`src/rtl/mips_multicycle_ctrl.sv`:
```
// ----------------------------------------------------------------------------
// mips_multicycle_ctrl
// Main control FSM for a multicycle MIPS datapath with a shared ALU. It
// sequences PC/IR/memory/register-file enables and drives the ALU function
// code and operand selects, consuming the ALU zero flag for branches.
//
// Ports:
//   clk, rst            clock, synchronous active-high reset
//   opcode, funct       IR[31:26] / IR[5:0], held stable by the IR after DECODE
//   zero                ALU zero flag
//   alu_control         ALU function code
//   alu_src_a/b         ALU operand selects
//   pc_source, pc_en    PC next-value select and write enable
//   iord                memory address select (0=PC, 1=ALUOut)
//   mem_read/mem_write  memory strobes
//   ir_write            IR load enable
//   reg_dst, mem_to_reg register-file write address/data selects
//   reg_write           register-file write enable
//   instr_done          pulse in the final state of each instruction
//   illegal             high while in the ILLEGAL state
// ----------------------------------------------------------------------------
module mips_multicycle_ctrl #(
   parameter bit ILLEGAL_TRAP = 1'b0
) (
   input  logic       clk,
   input  logic       rst,
   input  logic [5:0] opcode,
   input  logic [5:0] funct,
   input  logic       zero,
   output logic [3:0] alu_control,
   output logic       alu_src_a,
   output logic [1:0] alu_src_b,
   output logic [1:0] pc_source,
   output logic       pc_en,
   output logic       iord,
   output logic       mem_read,
   output logic       mem_write,
   output logic       ir_write,
   output logic       reg_dst,
   output logic       mem_to_reg,
   output logic       reg_write,
   output logic       instr_done,
   output logic       illegal
);

   localparam int unsigned OPW = 6;
   localparam int unsigned ALUW = 4;

   localparam logic [OPW-1:0] OP_RTYPE = 6'b000000;
   localparam logic [OPW-1:0] OP_LW    = 6'b100011;
   localparam logic [OPW-1:0] OP_SW    = 6'b101011;
   localparam logic [OPW-1:0] OP_BEQ   = 6'b000100;
   localparam logic [OPW-1:0] OP_BNE   = 6'b000101;
   localparam logic [OPW-1:0] OP_ADDI  = 6'b001000;
   localparam logic [OPW-1:0] OP_J     = 6'b000010;

   localparam logic [OPW-1:0] FN_ADD   = 6'b100000;
   localparam logic [OPW-1:0] FN_SUB   = 6'b100010;
   localparam logic [OPW-1:0] FN_AND   = 6'b100100;
   localparam logic [OPW-1:0] FN_OR    = 6'b100101;
   localparam logic [OPW-1:0] FN_XNOR  = 6'b100111;
   localparam logic [OPW-1:0] FN_MINU  = 6'b101000;
   localparam logic [OPW-1:0] FN_JR    = 6'b001000;

   localparam logic [ALUW-1:0] ALU_AND  = 4'b0000;
   localparam logic [ALUW-1:0] ALU_OR   = 4'b0001;
   localparam logic [ALUW-1:0] ALU_ADD  = 4'b0010;
   localparam logic [ALUW-1:0] ALU_PASS = 4'b0011;
   localparam logic [ALUW-1:0] ALU_SUB  = 4'b0110;
   localparam logic [ALUW-1:0] ALU_MINU = 4'b0111;
   localparam logic [ALUW-1:0] ALU_XNOR = 4'b1100;

   typedef enum logic [3:0] {
      S_FETCH   = 4'd0,
      S_DECODE  = 4'd1,
      S_MEMADR  = 4'd2,
      S_MEMRD   = 4'd3,
      S_MEMWB   = 4'd4,
      S_MEMWR   = 4'd5,
      S_RTEX    = 4'd6,
      S_RTWB    = 4'd7,
      S_BRANCH  = 4'd8,
      S_ADDIEX  = 4'd9,
      S_ADDIWB  = 4'd10,
      S_JUMP    = 4'd11,
      S_JR      = 4'd12,
      S_ILLEGAL = 4'd13
   } state_t;

   state_t           state_q;
   state_t           state_d;
   logic             rt_legal_c;
   logic [ALUW-1:0]  rt_alu_c;

   // R-type funct decode: legality and ALU function code
   always_comb begin
      rt_legal_c = 1'b1;
      rt_alu_c   = ALU_ADD;
      case (funct)
         FN_ADD:  rt_alu_c = ALU_ADD;
         FN_SUB:  rt_alu_c = ALU_SUB;
         FN_AND:  rt_alu_c = ALU_AND;
         FN_OR:   rt_alu_c = ALU_OR;
         FN_XNOR: rt_alu_c = ALU_XNOR;
         FN_MINU: rt_alu_c = ALU_MINU;
         default: rt_legal_c = 1'b0;
      endcase
   end

   // State register
   always_ff @(posedge clk) begin
      if (rst) begin
         state_q <= S_FETCH;
      end else begin
         state_q <= state_d;
      end
   end

   // Next-state logic; unused encodings fall back to FETCH
   always_comb begin
      state_d = S_FETCH;
      case (state_q)
         S_FETCH:  state_d = S_DECODE;
         S_DECODE: begin
            case (opcode)
               OP_LW, OP_SW:   state_d = S_MEMADR;
               OP_BEQ, OP_BNE: state_d = S_BRANCH;
               OP_ADDI:        state_d = S_ADDIEX;
               OP_J:           state_d = S_JUMP;
               OP_RTYPE: begin
                  if (funct == FN_JR) begin
                     state_d = S_JR;
                  end else if (rt_legal_c) begin
                     state_d = S_RTEX;
                  end else begin
                     state_d = S_ILLEGAL;
                  end
               end
               default:        state_d = S_ILLEGAL;
            endcase
         end
         S_MEMADR:  state_d = (opcode == OP_LW) ? S_MEMRD : S_MEMWR;
         S_MEMRD:   state_d = S_MEMWB;
         S_RTEX:    state_d = S_RTWB;
         S_ADDIEX:  state_d = S_ADDIWB;
         S_ILLEGAL: state_d = ILLEGAL_TRAP ? S_ILLEGAL : S_FETCH;
         default:   state_d = S_FETCH;
      endcase
   end

   // Output decode; reset masks everything to the default set so that no
   // write enable can fire in the cycle reset is asserted
   always_comb begin
      alu_control = ALU_ADD;
      alu_src_a   = 1'b0;
      alu_src_b   = 2'b00;
      pc_source   = 2'b00;
      pc_en       = 1'b0;
      iord        = 1'b0;
      mem_read    = 1'b0;
      mem_write   = 1'b0;
      ir_write    = 1'b0;
      reg_dst     = 1'b0;
      mem_to_reg  = 1'b0;
      reg_write   = 1'b0;
      instr_done  = 1'b0;
      illegal     = 1'b0;
      if (!rst) begin
         case (state_q)
            S_FETCH: begin
               mem_read  = 1'b1;
               ir_write  = 1'b1;
               alu_src_b = 2'b01;
               pc_en     = 1'b1;
            end
            S_DECODE: alu_src_b = 2'b11;
            S_MEMADR, S_ADDIEX: begin
               alu_src_a = 1'b1;
               alu_src_b = 2'b10;
            end
            S_MEMRD: begin
               mem_read = 1'b1;
               iord     = 1'b1;
            end
            S_MEMWB: begin
               reg_write  = 1'b1;
               mem_to_reg = 1'b1;
               instr_done = 1'b1;
            end
            S_MEMWR: begin
               mem_write  = 1'b1;
               iord       = 1'b1;
               instr_done = 1'b1;
            end
            S_RTEX: begin
               alu_src_a   = 1'b1;
               alu_control = rt_alu_c;
            end
            S_RTWB: begin
               reg_write  = 1'b1;
               reg_dst    = 1'b1;
               instr_done = 1'b1;
            end
            S_BRANCH: begin
               // bne inverts the sense of the zero flag
               alu_src_a   = 1'b1;
               alu_control = ALU_SUB;
               pc_source   = 2'b01;
               pc_en       = zero ^ (opcode == OP_BNE);
               instr_done  = 1'b1;
            end
            S_ADDIWB: begin
               reg_write  = 1'b1;
               instr_done = 1'b1;
            end
            S_JUMP: begin
               pc_source  = 2'b10;
               pc_en      = 1'b1;
               instr_done = 1'b1;
            end
            S_JR: begin
               alu_src_a   = 1'b1;
               alu_control = ALU_PASS;
               pc_en       = 1'b1;
               instr_done  = 1'b1;
            end
            S_ILLEGAL: illegal = 1'b1;
            default: ;
         endcase
      end
   end

endmodule

```
`config.mk`:
```
export PLATFORM = sky130hd
export DESIGN_NAME = mips_multicycle_ctrl
export DESIGN_NICKNAME = d
export VERILOG_FILES = /design/src/rtl/mips_multicycle_ctrl.sv
export SDC_FILE = /design/constraint.sdc
export NUM_CORES = 1
export LEC_CHECK = 0
export BUFFER_PORTS_ARGS = -buffer_cell sky130_fd_sc_hd__buf_2
export CORE_UTILIZATION = 27
export CTS_CLUSTER_SIZE = 10
export DETAILED_ROUTE_END_ITERATION = 10
export PLACE_DENSITY = 0.48
export SYNTH_ARGS = -nofsm -noshare
export SYNTH_HDL_FRONTEND = slang
export SYNTH_SLANG_ARGS = --single-unit
```
`constraint.sdc`:
```
create_clock -name clk -period 2.8 [get_ports clk]
set_clock_uncertainty 0.1 [all_clocks]
set_input_delay 0.42 -clock clk [delete_from_list [all_inputs] [get_ports clk]]
set_output_delay 0.42 -clock clk [all_outputs]
set_load 0.01 [all_outputs]
```
Yosys cells after proc, flatten, opt, wreduce, memory -nomap -nowiden
Cells that the tools add are included.
- equality and inequality tests: 26
- multiplexer cells: 35
- bitwise gates (word level): 1
- reductions and logical operators: 12
- operators with widths (kind ; number):
    == test 6 bit (second input constant) ; 8
    case mux 4 bit (5 select lines) ; 2
    == test 4 bit (second input constant) ; 6
    case mux 4 bit (6 select lines) ; 1
    2-to-1 mux 1 bit ; 22
    == test 4 x 3 -> 1 bit (second input constant) ; 4
    == test 6 x 3 -> 1 bit (second input constant) ; 2
    == test 6 x 4 -> 1 bit (second input constant) ; 2
    2-to-1 mux 4 bit ; 3
    case mux 4 bit (3 select lines) ; 1
    OR reduction 2 bit ; 5
    == test 4 x 2 -> 1 bit (second input constant) ; 2
    OR reduction 7 bit ; 1
    == test 6 x 2 -> 1 bit (second input constant) ; 1
    zero test 6 bit ; 1
    case mux 2 bit (3 select lines) ; 1
    OR reduction 3 bit ; 2
    OR reduction 6 bit ; 1
    OR reduction 5 bit ; 1
    == test 4 x 1 -> 1 bit (second input constant) ; 1
    zero test 4 bit ; 1
    2-to-1 mux 2 bit ; 2
    case mux 2 bit (2 select lines) ; 1
    2-to-1 mux 3 bit ; 1
    other kinds (2) ; 2
- output and inout bits: 19
- logic and storage cells: 75
- register bits: 4

Longest topological paths before layout
- word-level depth: 7
- mapped depth: 5
- mapped depth without buffers: 4

Worst setup path after synthesis
OpenSTA, ideal clock, no wires.
- path type: input port to output port
- start point: input port opcode[1]
- end point: output port pc_en
- path buffers: 0
- path slack: 952 ps
- arrival time: 1328 ps
- stages on the path: 4
- required time: 2280 ps
- cell sequence: nor4_1 > nand3_1 > xor2_1 > a311oi_1
- cells in the longest elaborated chain, start to end: 4
- ends and longest elaborated chain (item ; line ; text):
    start, declared ; 27 ; input logic [5:0] opcode,
    == test 6 x 3 -> 1 bit ; 209 ; pc_en = zero ^ (opcode == OP_BNE);
    bitwise XOR 1 bit ; 209 ;
    case mux 1 bit (2 select lines) ; 169 ; case (state_q)
    2-to-1 mux 1 bit ; 168 ; if (!rst) begin
    end, declared ; 34 ; output logic pc_en,
Every way passes these cells.

Worst setup path after layout
- start point: register state_q[2]
- end point: output port alu_control[1]
- cells in the longest elaborated chain, start to end: 3
- elaborated cells between the ends (all ways): 5
- those cells by class: eq/ne: 3; mux: 2
- ends and longest elaborated chain (item ; line ; text):
    start, declared ; 90 ; state_t state_q;
    start signal, assigned ; 115 ; state_q <= state_d;
    == test 4 bit / == test 4 x 3 -> 1 bit (equally long branches) ; 169 ;
    case mux 4 bit (3 select lines) (*) ; 169 ;
    2-to-1 mux 4 bit (*) ; 168 ;
    end, declared ; 30 ; output logic [3:0] alu_control,
Mark *: on every way between the ends. The rest lies on a longest branch, timed or not.

==> metrics <==
Worst-Skew Late Latency=roughly 0.24 ns; Max stage delay on crit path=between 0.5 and 0.6 ns; Final GP Congestion=0.733; delay-heaviest family, CP=simple AND/OR/NAND/NOR gates; worst slew pin tran=between 0.5 and 0.6 ns; slowest cell on the critical path=dfxtp_1; accumulated negative setup slack=0 ns; gr usage total=around 15%; Slew Viols, Final=0; via count=between 900 and 1000; Max-slew headroom=66.4%; Die Area=between 2000 and 3000 um2; most flop-heavy register=state_q; Buffers on Ports=33; number of cells on the worst hold path=3; r2r worst-path depth=3; maximum clock rate=about 400 MHz; Worst Setup End Kind=output pin; non-filler instance count after layout=162; via density per instance=between 5 and 6; largest net degree at the start of global routing=17; Max VDD drop=between 150 and 200 uV; clock slew at reported path FFs=around 0.04 ns; final wirelength=~2.2 mm; top-count cell post-synth=nor2_1; Synth area leaders=dfxtp_1, nor2_1, a2111oi_4; Syn Nets=between 100 and 150; CP Launch Point=state_q[2]; Main synth FF type=dfxtp_1; arrival time worst endpoint=between 1.5 and 2 ns; critical path required time=2.28 ns; cell area after synthesis=739 um2; Yosys warning total=0; post-route clock period utilization=around nine tenths; CP Depth=5; count of cells resized by post-cts repair=0; post-synthesis simple-gate area fraction=approximately 43%; post-synthesis adder-cell area fraction=0%; Hold Path Sink=state_q[0]; biggest regs=state_q: 4 flops; final-report hold violation count=0; Placement Cell Area=910 um2; IO Count=34; area leader, netlist=dfxtp_1; Tmin final=~2.5 ns; largest family of logic cells by synthesized area=simple AND/OR/NAND/NOR gates; LEAKAGE=approximately 0.4 nW; crit-path cells=inv_2, or3_1, nand4bb_1, nand3b_1, buf_2; Synth top area share=10.8%; mux cell area share after synthesis=1.35%; RSZ-0062 raised after global routing=no; HPWL after DPL=1.69 mm; diode count=0; Final Util=37.0%; RR Endpoint=state_q[3]; Avg Cell Area, Syn=about 7.2 um2; Max Cap Viol=0; min-delay worst type=primary input to flip-flop; Initial Utilization=approximately 29%; vias in the first global route=around 710; status=complete, no violations; number of clock sinks=4; Detail Route Antenna Nets=0; final net count=between 100 and 150; 1st-pass router iterations=4; synth cell count leaders=nor2_1, nand2_1; row cnt=18; CP Launch Type=flip-flop; hold buffer count at CTS=0; Register-to-Register Setup Slack=1.05 ns; final non-filler cell area=slightly above 900 um2; Die W=between 50 and 60 um; # Post-CTS Setup Buffers=0; die extent in y=54.3 um; # DRC=0; layout cells sized above 1=33.3%; CTS tree=yes; Power, Total=around 0.27 mW; crit path kind=flip-flop to output pin; Core ar.=2520 um2; hold_sp=opcode[4]; ys async rst share=0%; Post-synth EDFFs=0; P per Cell Area=slightly below 300 nW/um2; H-tree depth=1; global-route congestion overflow total=0; Crit Path Max Fanout=11; reg2reg start=state_q[0]; XOR/XNOR Fraction of Synth Area=3.55%; CTS Buf Count=3; CP bufs+invs=2; global-route wire length before repair=roughly 3.3 mm; Root Driver=clkbuf_4; Synth Register Bits=4; Routed WL per cell=13.8 um; endpoints failing setup=0; max FFs per register=4; Bufs on Longest Clock Path=2; complex-gate fraction of the synthesized area=a little over a third; dpl cells=between 150 and 200; Layout Area Growth over Synthesis=26.1%; Cells after Synth=slightly above 100; post-synth cell types=50; sequential fraction of the synthesis area=10.8%; initial antenna violation count=0; number of DRC markers in iteration 0=23
==> worst min-delay path: cells and delay by family <==
family | cells | cell delay (ns)
buffers and inverters | 2 | 0.18
AO/OA/AOI/OAI | 1 | 0.09
==> worst max path at each step <==
stage                                 to  slack, ns
final                     alu_control[1]       0.30
after global placement    alu_control[1]       0.61
after detailed placement  alu_control[1]       0.57
after global routing      alu_control[1]       0.14
after CTS                 alu_control[1]       0.29
after floorplan                    pc_en       0.95
==> cells by family after synthesis <==
kind of cell | Yosys count
muxes | 1
xor gates and xnor gates | 3
and+or+nand+nor | 54
AOI/OAI and AO/OA | 30
buffers and inverters | 10
DFF | 4
==> cells in the final DEF, fill, tap and decap left out, types with 4 or more instances in the layout <==
cell type / n
buf_2: 33
nor2_1: 14
nand2_1: 7
nor2b_1: 4
nor3_1: 4
a21oi_1: 4
dfxtp_1: 4
==> cell type report <==
class / instances / area, um2
Clock buffer: 3 / 22.5
Tap cell: 30 / 37.5
Sequential cell: 4 / 80.1
Inverter: 4 / 15.0
Timing Repair Buffer: 33 / 165
Multi-Input combinational cell: 88 / 612
Fill cell: 272 / 1590
==> stage by stage <==
step | worst slack [ns] | hold slack, ns
floorplan | 0.952 | 0.481
global placement | 0.611 | 0.587
detailed placement | 0.565 | 0.585
CTS | 0.285 | 0.404
global route | 0.145 | 0.437
finish | 0.299 | 0.406
==> layer usage <==
layer	GRT usage (%)	vias to the layer above	routed length, um
met3	1.11	2	104
met4	5.13	0	17
met2	20.1	31	1010
met5	0	-	0
met1	24.6	423	1100
li1	-	456	-
==> where the power goes <==
part	internal [mW]	switching (mW)	leakage (nW)
clock	0.0483	0.0293	0.0138
sequential	0.0616	0.0149	0.0329
combinational	0.0491	0.0673	0.355
(Power assumes the default switching activity.)
